**src/rtl/tetris_pkg.sv**
```systemverilog
// Shared types and default widths for the image-memory arbiter slice.
package tetris_pkg;

    localparam int DEF_ADDR_W = 20;
    localparam int DEF_DATA_W = 24;
    localparam int DEF_Q_W    = 32;
    localparam int STARVE_W   = 4;

    // Each state names the requester that owned port A in the previous cycle.
    typedef enum logic [1:0] {
        IDLE = 2'd0,
        CPU  = 2'd1,
        BLT  = 2'd2
    } arb_state_t;

endpackage

```
**src/rtl/imgmem_arbiter_if.sv**
```systemverilog
// Requester and memory-port signals of the image-memory arbiter.
interface imgmem_arbiter_if
    import tetris_pkg::*;
#(
    parameter int ADDR_W = DEF_ADDR_W,
    parameter int DATA_W = DEF_DATA_W,
    parameter int Q_W    = DEF_Q_W
) ();

    logic              cpu_req;
    logic              cpu_wren;
    logic [ADDR_W-1:0] cpu_addr;
    logic [DATA_W-1:0] cpu_data;
    logic              cpu_gnt;
    logic              cpu_rvalid;

    logic              blt_req;
    logic              blt_wren;
    logic              blt_lock;
    logic [ADDR_W-1:0] blt_addr;
    logic [DATA_W-1:0] blt_data;
    logic              blt_gnt;
    logic              blt_rvalid;

    logic [Q_W-1:0]    rdata;
    logic [ADDR_W-1:0] mem_addr;
    logic [DATA_W-1:0] mem_data;
    logic              mem_wren;
    logic [Q_W-1:0]    mem_q;

    modport slave (
        input  cpu_req, cpu_wren, cpu_addr, cpu_data,
        input  blt_req, blt_wren, blt_lock, blt_addr, blt_data,
        input  mem_q,
        output cpu_gnt, cpu_rvalid, blt_gnt, blt_rvalid,
        output rdata, mem_addr, mem_data, mem_wren
    );

    modport master (
        output cpu_req, cpu_wren, cpu_addr, cpu_data,
        output blt_req, blt_wren, blt_lock, blt_addr, blt_data,
        output mem_q,
        input  cpu_gnt, cpu_rvalid, blt_gnt, blt_rvalid,
        input  rdata, mem_addr, mem_data, mem_wren
    );

endinterface

```
**src/rtl/imgmem_starve_ctr.sv**
```systemverilog
// Saturating count of CPU grants taken while the blitter was waiting.
module imgmem_starve_ctr
    import tetris_pkg::*;
#(
    parameter int MAX = 8
) (
    input  logic clock,
    input  logic reset,
    input  logic inc,
    input  logic clr,
    output logic at_max
);

    localparam logic [STARVE_W-1:0] LIMIT = STARVE_W'(MAX);

    logic [STARVE_W-1:0] count;

    always_ff @(posedge clock or negedge reset) begin
        if (!reset) begin
            count <= '0;
        end else if (clr) begin
            count <= '0;
        end else if (inc && (count < LIMIT)) begin
            count <= count + 1'b1;
        end
    end

    assign at_max = (count >= LIMIT);

endmodule

```
**src/rtl/imgmem_arbiter.sv**
```systemverilog
// CPU/blitter arbiter for image-memory port A; CPU has priority, blitter may lock bursts.
// Defining IMGARB_STARVE_GUARD_EN forces a blitter grant after STARVE_MAX CPU wins.
module imgmem_arbiter
    import tetris_pkg::*;
#(
    parameter int ADDR_W     = DEF_ADDR_W,
    parameter int DATA_W     = DEF_DATA_W,
    parameter int Q_W        = DEF_Q_W,
    parameter int STARVE_MAX = 8
) (
    input logic             clock,
    input logic             reset,
    imgmem_arbiter_if.slave bus
);

    if ((STARVE_MAX < 1) || (STARVE_MAX >= (1 << STARVE_W))) begin : g_bad_starve_max
        $error("STARVE_MAX must fit the starvation counter");
    end

    arb_state_t        state;
    arb_state_t        state_next;
    logic              cpu_win;
    logic              blt_win;
    logic              any_win;
    logic              read_win;
    logic              starve_hit;
    logic              grant_wren;
    logic [ADDR_W-1:0] grant_addr;
    logic [DATA_W-1:0] grant_data;
    logic [ADDR_W-1:0] last_addr;
    logic [DATA_W-1:0] last_data;
    logic [Q_W-1:0]    rdata_q;
    logic              cpu_rv;
    logic              blt_rv;

`ifdef IMGARB_STARVE_GUARD_EN
    imgmem_starve_ctr #(
        .MAX (STARVE_MAX)
    ) u_starve_ctr (
        .clock  (clock),
        .reset  (reset),
        .inc    (cpu_win & bus.blt_req),
        .clr    (blt_win),
        .at_max (starve_hit)
    );
`else
    assign starve_hit = 1'b0;
`endif

    always_ff @(posedge clock or negedge reset) begin
        if (!reset) begin
            state <= IDLE;
        end else begin
            state <= state_next;
        end
    end

    // Grants are combinational; a locked blitter burst outranks everything, then the starvation override.
    always_comb begin
        state_next = IDLE;
        cpu_win    = 1'b0;
        blt_win    = 1'b0;
        if (reset) begin
            if ((state == BLT) && bus.blt_req && bus.blt_lock) begin
                blt_win = 1'b1;
            end else if (starve_hit && bus.blt_req) begin
                blt_win = 1'b1;
            end else if (bus.cpu_req) begin
                cpu_win = 1'b1;
            end else if (bus.blt_req) begin
                blt_win = 1'b1;
            end
            if (cpu_win) begin
                state_next = CPU;
            end else if (blt_win) begin
                state_next = BLT;
            end
        end
    end

    assign any_win    = cpu_win | blt_win;
    assign grant_addr = cpu_win ? bus.cpu_addr : bus.blt_addr;
    assign grant_data = cpu_win ? bus.cpu_data : bus.blt_data;
    assign grant_wren = cpu_win ? bus.cpu_wren : bus.blt_wren;
    assign read_win   = any_win & ~grant_wren;

    // Idle cycles keep presenting the last granted address and data.
    always_ff @(posedge clock or negedge reset) begin
        if (!reset) begin
            last_addr <= '0;
            last_data <= '0;
            rdata_q   <= '0;
            cpu_rv    <= 1'b0;
            blt_rv    <= 1'b0;
        end else begin
            if (any_win) begin
                last_addr <= grant_addr;
                last_data <= grant_data;
            end
            if (read_win) begin
                rdata_q <= bus.mem_q;
            end
            cpu_rv <= cpu_win & ~bus.cpu_wren;
            blt_rv <= blt_win & ~bus.blt_wren;
        end
    end

    assign bus.mem_addr   = any_win ? grant_addr : last_addr;
    assign bus.mem_data   = any_win ? grant_data : last_data;
    assign bus.mem_wren   = any_win & grant_wren;
    assign bus.cpu_gnt    = cpu_win;
    assign bus.blt_gnt    = blt_win;
    assign bus.cpu_rvalid = cpu_rv;
    assign bus.blt_rvalid = blt_rv;
    assign bus.rdata      = rdata_q;

endmodule
```
**src/flat_wrapper.sv**
```systemverilog
// flat-port wrapper written by rule: the top's interface ports become plain ports
module imgmem_arbiter_flat import tetris_pkg::*;
#(
    parameter int ADDR_W     = DEF_ADDR_W,
    parameter int DATA_W     = DEF_DATA_W,
    parameter int Q_W        = DEF_Q_W,
    parameter int STARVE_MAX = 8
)
  (clock, reset, bus_cpu_req, bus_cpu_wren, bus_cpu_addr, bus_cpu_data, bus_blt_req, bus_blt_wren, bus_blt_lock, bus_blt_addr, bus_blt_data, bus_mem_q, bus_cpu_gnt, bus_cpu_rvalid, bus_blt_gnt, bus_blt_rvalid, bus_rdata, bus_mem_addr, bus_mem_data, bus_mem_wren);
  imgmem_arbiter_if #(.ADDR_W(ADDR_W), .DATA_W(DATA_W), .Q_W(Q_W)) bus_i ();
  input logic clock;
  input logic reset;
  input wire logic [$bits(bus_i.cpu_req)-1:0] bus_cpu_req;
  input wire logic [$bits(bus_i.cpu_wren)-1:0] bus_cpu_wren;
  input wire logic [$bits(bus_i.cpu_addr)-1:0] bus_cpu_addr;
  input wire logic [$bits(bus_i.cpu_data)-1:0] bus_cpu_data;
  input wire logic [$bits(bus_i.blt_req)-1:0] bus_blt_req;
  input wire logic [$bits(bus_i.blt_wren)-1:0] bus_blt_wren;
  input wire logic [$bits(bus_i.blt_lock)-1:0] bus_blt_lock;
  input wire logic [$bits(bus_i.blt_addr)-1:0] bus_blt_addr;
  input wire logic [$bits(bus_i.blt_data)-1:0] bus_blt_data;
  input wire logic [$bits(bus_i.mem_q)-1:0] bus_mem_q;
  output wire logic [$bits(bus_i.cpu_gnt)-1:0] bus_cpu_gnt;
  output wire logic [$bits(bus_i.cpu_rvalid)-1:0] bus_cpu_rvalid;
  output wire logic [$bits(bus_i.blt_gnt)-1:0] bus_blt_gnt;
  output wire logic [$bits(bus_i.blt_rvalid)-1:0] bus_blt_rvalid;
  output wire logic [$bits(bus_i.rdata)-1:0] bus_rdata;
  output wire logic [$bits(bus_i.mem_addr)-1:0] bus_mem_addr;
  output wire logic [$bits(bus_i.mem_data)-1:0] bus_mem_data;
  output wire logic [$bits(bus_i.mem_wren)-1:0] bus_mem_wren;
  assign bus_i.cpu_req = bus_cpu_req;
  assign bus_i.cpu_wren = bus_cpu_wren;
  assign bus_i.cpu_addr = bus_cpu_addr;
  assign bus_i.cpu_data = bus_cpu_data;
  assign bus_i.blt_req = bus_blt_req;
  assign bus_i.blt_wren = bus_blt_wren;
  assign bus_i.blt_lock = bus_blt_lock;
  assign bus_i.blt_addr = bus_blt_addr;
  assign bus_i.blt_data = bus_blt_data;
  assign bus_i.mem_q = bus_mem_q;
  assign bus_cpu_gnt = bus_i.cpu_gnt;
  assign bus_cpu_rvalid = bus_i.cpu_rvalid;
  assign bus_blt_gnt = bus_i.blt_gnt;
  assign bus_blt_rvalid = bus_i.blt_rvalid;
  assign bus_rdata = bus_i.rdata;
  assign bus_mem_addr = bus_i.mem_addr;
  assign bus_mem_data = bus_i.mem_data;
  assign bus_mem_wren = bus_i.mem_wren;
  imgmem_arbiter #(.ADDR_W(ADDR_W), .DATA_W(DATA_W), .Q_W(Q_W), .STARVE_MAX(STARVE_MAX)) u_core (.clock(clock), .reset(reset), .bus(bus_i));
endmodule
```
**config.mk**
```make
export PLATFORM = sky130hd
export DESIGN_NAME = imgmem_arbiter_flat
export DESIGN_NICKNAME = d
export VERILOG_FILES = /design/src/rtl/tetris_pkg.sv /design/src/rtl/imgmem_arbiter_if.sv /design/src/rtl/imgmem_starve_ctr.sv /design/src/rtl/imgmem_arbiter.sv /design/src/flat_wrapper.sv
export SDC_FILE = /design/constraint.sdc
export NUM_CORES = 1
export LEC_CHECK = 0
export ABC_AREA = 0
export CORE_ASPECT_RATIO = 0.75
export CORE_MARGIN = 8
export CORE_UTILIZATION = 25
export CTS_BUF_LIST = sky130_fd_sc_hd__clkbuf_2
export CTS_CLUSTER_SIZE = 25
export DETAILED_ROUTE_END_ITERATION = 6
export MAX_ROUTING_LAYER = met4
export PLACE_DENSITY = 0.58
export SYNTH_ARGS = -nofsm -noshare
export SYNTH_HDL_FRONTEND = slang
export SYNTH_SLANG_ARGS = --single-unit
```
**constraint.sdc**
```tcl
create_clock -name clock -period 1.6 [get_ports clock]
set_input_delay 0.16 -clock clock [delete_from_list [all_inputs] [get_ports clock]]
set_output_delay 0.16 -clock clock [all_outputs]
set_load 0.005 [all_outputs]
```
==> metrics.cfg, run 1 <==
[synth]
syn-mean-instance-area_um2 = 8.88
yosysWarnings = 0
synth_seq_cells = 80
netlist_instances = 498
syn_nets = 625
syn_area_mm2 = 0.00442
synth_cell_types = 25
ys_seq_area_share_pct = 45.3

[clock_network]
tritoncts = done
clkTransAtPathRegs_ps = 250
cts_buffers = 9
cts_sinks = 80
h-tree-depth = 3
cts_buffer_depth = 2
root_buffer = clkbuf_2
clock_latency_ps = 580

[sta]
hold_violations = 0
maxSlewHeadroom_pct = 75.6
fin_crit_sh_pct = 144
worst_clock_skew_ps = 32.4
fin_ws_ps = -698
worstMarginPinSlew_ps = 366
max_freq_mhz = 435
maxSlewViolCount = 0
rsz0062_at_grt = yes
setup_violations = 93
post-route-min-period_ps = 2300
whs_ps = 120

[critical_path]
endpoint_kind = primary output
cpPeakStageDelay_ps = 440
crit_fanout = 4
timing.critical_path.from = u_core.state[0]$_DFF_PN0_
critPathSlowestCell = dfrtp_1
start_kind = register
crit_required_ps = 1440
crit_type = reg2out
reg2reg_from = u_core.state[0]$_DFF_PN0_
worst_ep_arrival_time_ps = 2140
crit_chain = and4b_2, buf_8, clkbuf_16, o21ai_1, a31oi_1, buf_2

[grt]
grt_use_met3_pct = 5.45
grtUsageMet1_pct = 22.0
grt_max_degree = 49
grt_pass1_wl_um = 31400
antenna_found_initial = 1
top_usage_layer = met2
grt_usage_pct = 18.1
grt_pass1_vias = 5717
grt.overflow.total = 0
grt_util_met2_pct = 28.4

[route]
drtAntennaViolNets = 0
dr.pass1.iters = 5
wl_um = 20500
drc = 0
drt_iter0_markers = 352
route.detailed.wl_per_inst_um = 19.5
vias = 5441
vias_per_cell = 5.17

[finish]
instances_no_fill = 1053
seq_area_mm2 = 0.00200
final_net_count = 933
syn_to_final_growth_pct = 81.4
n_fill_cell = 1673
drive_above_1_share_pct = 33.0
multiInputGateArea_mm2 = 0.00226

[placement]
dp_hpwl_um = 13100
dpl.cell_count = 940
place.gp.congestion = 0.802
port_buffers = 207

[run]
drv_cap = 0

[die]
die_h_um = 131
ios = 208
rows = 42
start_util_pct = 25.3
die-area_mm2 = 0.0222
core-area_mm2 = 0.0175
dieWidth_um = 170

[power_and_ir_drop]
power.density_mw_per_mm2 = 759
p_leak_nw = 3.50
ir_worst_vdd_uv = 343

[outcome]
status = finished with violations
violations = negative setup slack

[hold_path]
min_path_type = in2async

cells in the mapped netlist, drive strengths merged:
cell type,n,area (um2)
a21boi,1,7.51
a31oi,44,275
and2,1,6.26
and3b,2,17.5
and4b,33,330
buf,29,180
clkbuf,35,133
dfrtp,80,2000
inv,2,7.51
nand2,1,3.75
nand3,77,385
nand3b,1,7.51
nand4b,1,8.76
nor2,46,173
o2111a,1,12.5
o211a,2,20.0
o211ai,32,300
o21a,1,7.51
o21ai,109,546
layout make-up:
| cell class | instances | share of cell area, % |
|---|---|---|
| Antenna cell | 1 | 0.0312 |
| Clock buffer | 11 | 0.686 |
| Clock inverter | 4 | 1.17 |
| Inverter | 2 | 0.0936 |
| Multi-Input combinational cell | 352 | 28.2 |
| Sequential cell | 80 | 25.0 |
| Tap cell | 242 | 3.77 |
| Timing Repair Buffer | 361 | 41.1 |
placed cells by master (no fill, tap or decap), types with 2 or more instances in the layout:
cell type          n
a31oi_1           42
o21ai_1           23
clkbuf_2          11
buf_8              4
dlygate4sd2_1     34
o211ai_2          12
a31oi_2            2
o211ai_1          20
bufinv_16          3
nand3_1           77
buf_6             14
dfrtp_1           80
and4b_1           32
o211a_1            2
buf_2             46
buf_4            120
buf_16             4
buf_12             9
clkdlybuf4s50_1  125
nor2_1            45
o21ai_4            2
inv_1              2
clkbuf_16          4
o21ai_0           54
o21ai_2           30
per-stage QoR:
step	total power, W	TNS [ps]	instance area (um2)	setup WS (ps)	utilization [%]
after detailed placement	0.00442	-45400	7010	-745	40.1
final	0.00609	-36220	8020	-698	45.8
after global routing	0.00644	-49510	8020	-876	45.8
after CTS	0.00605	-41340	7740	-804	44.2
after global placement	0.00438	-42130	7010	-738	40.1
after floorplan	0.00309	0	4420	137	-
report_power, final:
group	switching (W)	internal, W	total (W)
logic	0.000879	0.00131	0.00219
clock network	0.000750	0.000673	0.00142
registers	0.000152	0.00232	0.00247
flip-flops by register name, summed over array words and instances, names as in the netlist:
| name | flops |
|---|---|
| u_core.last_data | 24 |
| u_core.bus.cpu_rvalid | 1 |
| u_core.bus.blt_rvalid | 1 |
| u_core.state | 2 |
| u_core.last_addr | 20 |
| u_core.bus.rdata | 32 |
final timing paths:
kind                                                    endpoint  slack [ps]  cells after the start
max in group asynchronous          u_core.last_data[7]$_DFF_PN0_         870                      4
worst max-delay path                             bus_mem_addr[4]        -700                      6
worst max register to register     u_core.last_data[7]$_DFF_PN0_        -500                     11
worst min register to register     u_core.last_data[1]$_DFF_PN0_         570                      2
worst min-delay path            u_core.bus.rdata[25]$_DFFE_PN0P_         120                      3
min in group clock                 u_core.last_data[1]$_DFF_PN0_         150                      3
cells by family after synthesis:
| logic type | share of synthesized area, % |
|---|---|
| compound gates | 26.4 |
| buf+inv | 7.24 |
| flops | 45.3 |
| simple gates | 21.1 |
critical path, delay by kind of cell, from the launching register on:
family | cells | cell delay [ps]
and+or+nand+nor | 1 | 360
DFF | 1 | 440
AOI/OAI and AO/OA | 2 | 270
buffers and inverters | 3 | 470
what timing repair did:
item,CTS,global route
endpoints found under the hold margin,80,0
gates resized for setup,291,59
setup endpoints to repair,108,111
pin swaps,56,53
gates cloned,5,4
setup buffers,77,14
hold buffers,1,0
per-layer routing:
layer | vias to the layer above | wire, um
met1 | 2686 | 8730
met4 | 0 | 495
met2 | 228 | 9730
met3 | 33 | 1550
met5 | - | 0
li1 | 2494 | -
Power figures use the tool's default switching activity.
==> run 2: changes to the inputs <==
Settings changed: CTS_BUF_LIST sky130_fd_sc_hd__clkbuf_2 to sky130_fd_sc_hd__clkbuf_8, PLACE_DENSITY 0.58 to 0.53, SETUP_SLACK_MARGIN from default to 0.1.
==> metrics.cfg, run 2 (same netlist as run 1, synthesis figures left out) <==
[power_and_ir_drop]
ir_worst_vdd_uv = 488
finalPower_w = 0.00671
power.density_mw_per_mm2 = 757
p_leak_nw = 3.66

[clock_network]
clkTransAtPathRegs_ps = 90
cts_buffer_depth = 2
cts_buffers = 9
tritoncts = done
h-tree-depth = 3
clock_latency_ps = 370
root_buffer = clkbuf_8
cts_sinks = 80

[route]
dr.pass1.iters = 4
drtAntennaViolNets = 0
drt_iter0_markers = 319
wl_um = 22300
vias_per_cell = 5.21
drc = 0
vias = 5456
route.detailed.wl_per_inst_um = 21.3

[die]
dieWidth_um = 170
ios = 208
rows = 42
die-area_mm2 = 0.0222
start_util_pct = 25.3
core-area_mm2 = 0.0175
die_h_um = 131

[placement]
place.gp.congestion = 0.744
dp_hpwl_um = 12600
port_buffers = 207
dpl_cell_area_mm2 = 0.00695

[sta]
rsz0062_at_grt = yes
setup_violations = 103
fin_crit_sh_pct = 129
hold_violations = 0
fin_ws_ps = -466
maxSlewHeadroom_pct = 31.6
worst_clock_skew_ps = 14.7
worstMarginPinSlew_ps = 1030
maxSlewViolCount = 0
max_freq_mhz = 484
setup-tns-final_ps = -28410
post-route-min-period_ps = 2070

[outcome]
status = finished with violations
violations = negative setup slack

[critical_path]
crit_required_ps = 1440
crit_chain = and4b_4, buf_12, buf_8, o21ai_0, a31oi_1, buf_2
critPathTopFamily = buffers and inverters
endpoint_kind = primary output
start_kind = register
critPathBufInv = 3
cpPeakStageDelay_ps = 380
worst_ep_arrival_time_ps = 1910
crit_fanout = 7
critPathSlowestCell = dfrtp_1
crit_type = reg2out

[grt]
grt_max_degree = 66
grtUsageMet1_pct = 22.6
grt_pass1_vias = 5395
grt_use_met3_pct = 4.64
antenna_found_initial = 0
top_usage_layer = met2
grt.overflow.total = 0
grt_util_met2_pct = 27.5
grt_usage_pct = 17.8
grt_pass1_wl_um = 30800

[finish]
drive_above_1_share_pct = 41.4
fin_area_mm2 = 0.00886
layout_common_cells = clkdlybuf4s50_1, buf_4, dfrtp_1, nor2_1
final_common_cell = clkdlybuf4s50_1
antennaDiodeCount = 0
syn_to_final_growth_pct = 100
final_net_count = 928
largest_reg_flops = 32

[run]
drv_cap = 0

[hold_path]
min_path_type = in2async

[run 2: area by class of cell]
| type | instances | area, um2 |
|---|---|---|
| fillers | 1618 | 8640 |
| repair buffers | 356 | 3540 |
| multi-input cells | 352 | 2770 |
| flip-flops and latches | 80 | 2000 |
| well taps | 242 | 303 |
| clock buffers | 12 | 165 |
| clock inverters | 4 | 67.6 |
| inverters | 2 | 7.51 |
[run 2: worst paths after layout]
kind | startpoint | end | slack, ps | cells past startpoint
min in group clock | bus_cpu_data[20] | u_core.last_data[20]$_DFF_PN0_ | 390 | 3
setup reg to reg | u_core.state[0]$_DFF_PN0_ | u_core.last_data[10]$_DFF_PN0_ | -390 | 11
hold / removal | reset | u_core.bus.rdata[17]$_DFFE_PN0P_ | 180 | 4
setup / recovery | u_core.state[0]$_DFF_PN0_ | bus_mem_addr[12] | -470 | 6
hold reg to reg | u_core.last_data[20]$_DFF_PN0_ | u_core.last_data[20]$_DFF_PN0_ | 550 | 2
max in group asynchronous | reset | u_core.bus.rdata[0]$_DFFE_PN0P_ | 540 | 4
[run 2: stage by stage]
step                      instances  setup WS [ps]  util, %  hold slack, ps
after floorplan                 498            137        -            -136
after global placement          932           -678     39.7             280
after detailed placement        932           -725     39.7             278
after CTS                      1014           -429     44.5             135
after global routing           1048           -554     50.7             185
final                          1048           -466     50.7             175
[run 2: metal layers]
layer,wire length (um),part of all wire [%]
met5,0,0
met4,403,1.8
met3,1360,6.1
met2,10500,47
met1,10100,45
[run 2: tightest hold or removal path: cells and delay by family]
kind	cells	cell delay, ps
buffers and inverters	4	790
[run 2: timing repair]
action                     in CTS  in global routing
cloned                          6                 13
buffers inserted               58                 23
hold endpoints to repair       59                  0
resized for setup             270                174
pin swaps                      62                 59
setup endpoints to repair      82                135
hold buffers                    3                  0
[run 2: report_power, final]
group          internal (W)  total (W)  switching (W)
clock network      0.000998    0.00180       0.000805
registers           0.00232    0.00248       0.000161
logic               0.00144    0.00242       0.000977
total               0.00476    0.00671        0.00194
==> run 3: changes to the inputs <==
--- a/constraint.sdc
+++ b/constraint.sdc
@@ -3,2 +3,2 @@
 set_output_delay 0.16 -clock clock [all_outputs]
-set_load 0.005 [all_outputs]
+set_load 0.05 [all_outputs]
==> metrics.cfg, run 3 (same netlist as run 1, synthesis figures left out) <==
[outcome]
status = finished with violations
violations = negative setup slack

[finish]
n_fill_cell = 1572
syn_to_final_growth_pct = 98.7
seq_area_mm2 = 0.00200
multiInputGateArea_mm2 = 0.00302
final_common_cell = clkdlybuf4s50_1
largest_reg_flops = 32
drive_above_1_share_pct = 36.5
utilization_pct = 50.2
antennaDiodeCount = 0
layout_common_cells = clkdlybuf4s50_1, dfrtp_1, buf_4, buf_12, o21ai_0
final_net_count = 841

[critical_path]
start_kind = register
crit_fanout = 25
worst_ep_arrival_time_ps = 1820
rrSetupSlack_ps = 30
crit_required_ps = 1440
crit_chain = and4b_2, buf_12, o21ai_1, a31oi_4, buf_12
endpoint_kind = primary output
r2r_cells = 5
reg2reg_from = u_core.state[0]$_DFF_PN0_
critPathSlowestCell = dfrtp_1
cpPeakStageDelay_ps = 390
reg2reg_to = u_core.bus.rdata[2]$_DFFE_PN0P_
path_common_cell = buf_12
crit_type = reg2out

[power_and_ir_drop]
power.density_mw_per_mm2 = 910
p_seq_share_pct = 30.7
sw_frac_of_total_pct = 38.1
p_comb_share_pct = 46.9
p_leak_nw = 3.41
ir_worst_vdd_uv = 421
finalPower_w = 0.00800
p_int_w = 0.00495
netSwitchingPower_w = 0.00305
power_frac_clock_pct = 22.4

[clock_network]
clkTransAtPathRegs_ps = 90
cts_buffer_depth = 2
cts_buffers = 9
h-tree-depth = 3
cts_sinks = 80
tritoncts = done
clock_latency_ps = 370
root_buffer = clkbuf_8

[die]
rows = 42
die-area_mm2 = 0.0222
start_util_pct = 25.3
core-area_mm2 = 0.0175
dieWidth_um = 170
ios = 208
die_h_um = 131

[route]
wl_um = 19900
route.detailed.wl_per_inst_um = 20.8
drtAntennaViolNets = 0
vias_per_cell = 5.17
drt_iter0_markers = 263
dr.pass1.iters = 5
vias = 4961
drc = 0

[sta]
setup-tns-final_ps = -16060
post-route-min-period_ps = 1980
maxSlewViolCount = 0
rsz0062_at_grt = yes
worstMarginPinSlew_ps = 483
hold_violations = 0
fin_ws_ps = -378
maxSlewHeadroom_pct = 67.8
worst_clock_skew_ps = 8.32
setup_violations = 47
max_freq_mhz = 506
fin_crit_sh_pct = 124

[grt]
antenna_found_initial = 0
grt_pass1_vias = 5416
grt_max_degree = 98
grt_pass1_wl_um = 31300
grt_usage_pct = 18.0
grt.overflow.total = 0

[placement]
dp_hpwl_um = 13700
port_buffers = 207
dp_slack_ps = -323
place.gp.congestion = 0.800

[hold_path]
min_path_type = in2async

[run]
drv_cap = 0

run 3: how the worst max path moves through the flow:
stage,from,endpoint,slack [ps],depth (start not counted)
global placement,bus_blt_req,bus_mem_addr[4],-300,6
detailed placement,bus_blt_req,bus_mem_data[13],-320,6
floorplan,u_core.state[0]$_DFF_PN0_,bus_mem_wren,-4,5
global route,u_core.state[1]$_DFF_PN0_,bus_mem_data[23],-470,6
CTS,u_core.state[0]$_DFF_PN0_,bus_mem_data[13],-410,5
finish,u_core.state[0]$_DFF_PN0_,bus_mem_data[13],-380,5
run 3: per-layer routing:
metal  routed length [um]  GRT usage (%)  up-vias
li1                     -              -     2311
met1                 8990           22.6     2474
met2                 9570           28.0      159
met3                 1120           5.03       17
met4                  255           4.66        0
met5                    0              -        -
run 3: power by group through the flow:
| stage | Sequential, W | Combinational [W] | Clock [W] |
|---|---|---|---|
| 6_report | 0.00246 | 0.00375 | 0.00179 |
| 5_1_grt | 0.00250 | 0.00393 | 0.00194 |
| 2_1_floorplan | 0.00299 | 0.00149 | 0 |
| 3_3_place_gp | 0.00248 | 0.00364 | 0 |
| 4_1_cts | 0.00246 | 0.00371 | 0.00187 |
| 3_5_place_dp | 0.00250 | 0.00368 | 0 |
run 3: what timing repair did:
| action | CTS | global route |
|---|---|---|
| buffers inserted | 6 | 6 |
| gates cloned | 1 | 5 |
| hold endpoints to repair | 80 | 1 |
| resized for setup | 9 | 56 |
| pin swaps | 3 | 23 |
| setup endpoints to repair | 69 | 88 |
| hold buffers | 1 | 1 |
run 3: per-stage QoR:
step,hold WS (ps),std cells,cell area (um2)
3_3_place_gp,-12.4,928,8070
6_report,210,959,8790
2_1_floorplan,-136,498,5140
3_5_place_dp,-14.9,928,8070
4_1_cts,179,950,8410
5_1_grt,231,959,8790
run 3: cell type report:
| cell class | count | area share [%] |
|---|---|---|
| Clock inverter | 5 | 1.12 |
| Multi-Input combinational cell | 352 | 34.3 |
| Clock buffer | 9 | 1.41 |
| Timing Repair Buffer | 269 | 36.8 |
| Tap cell | 242 | 3.45 |
| Sequential cell | 80 | 22.8 |
| Inverter | 2 | 0.0854 |
run 3: critical path, delay by kind of cell (launching register included):
kind | cells | cell delay, ps
compound gates | 2 | 350
simple gates | 1 | 340
buf+inv | 2 | 360
flops | 1 | 390
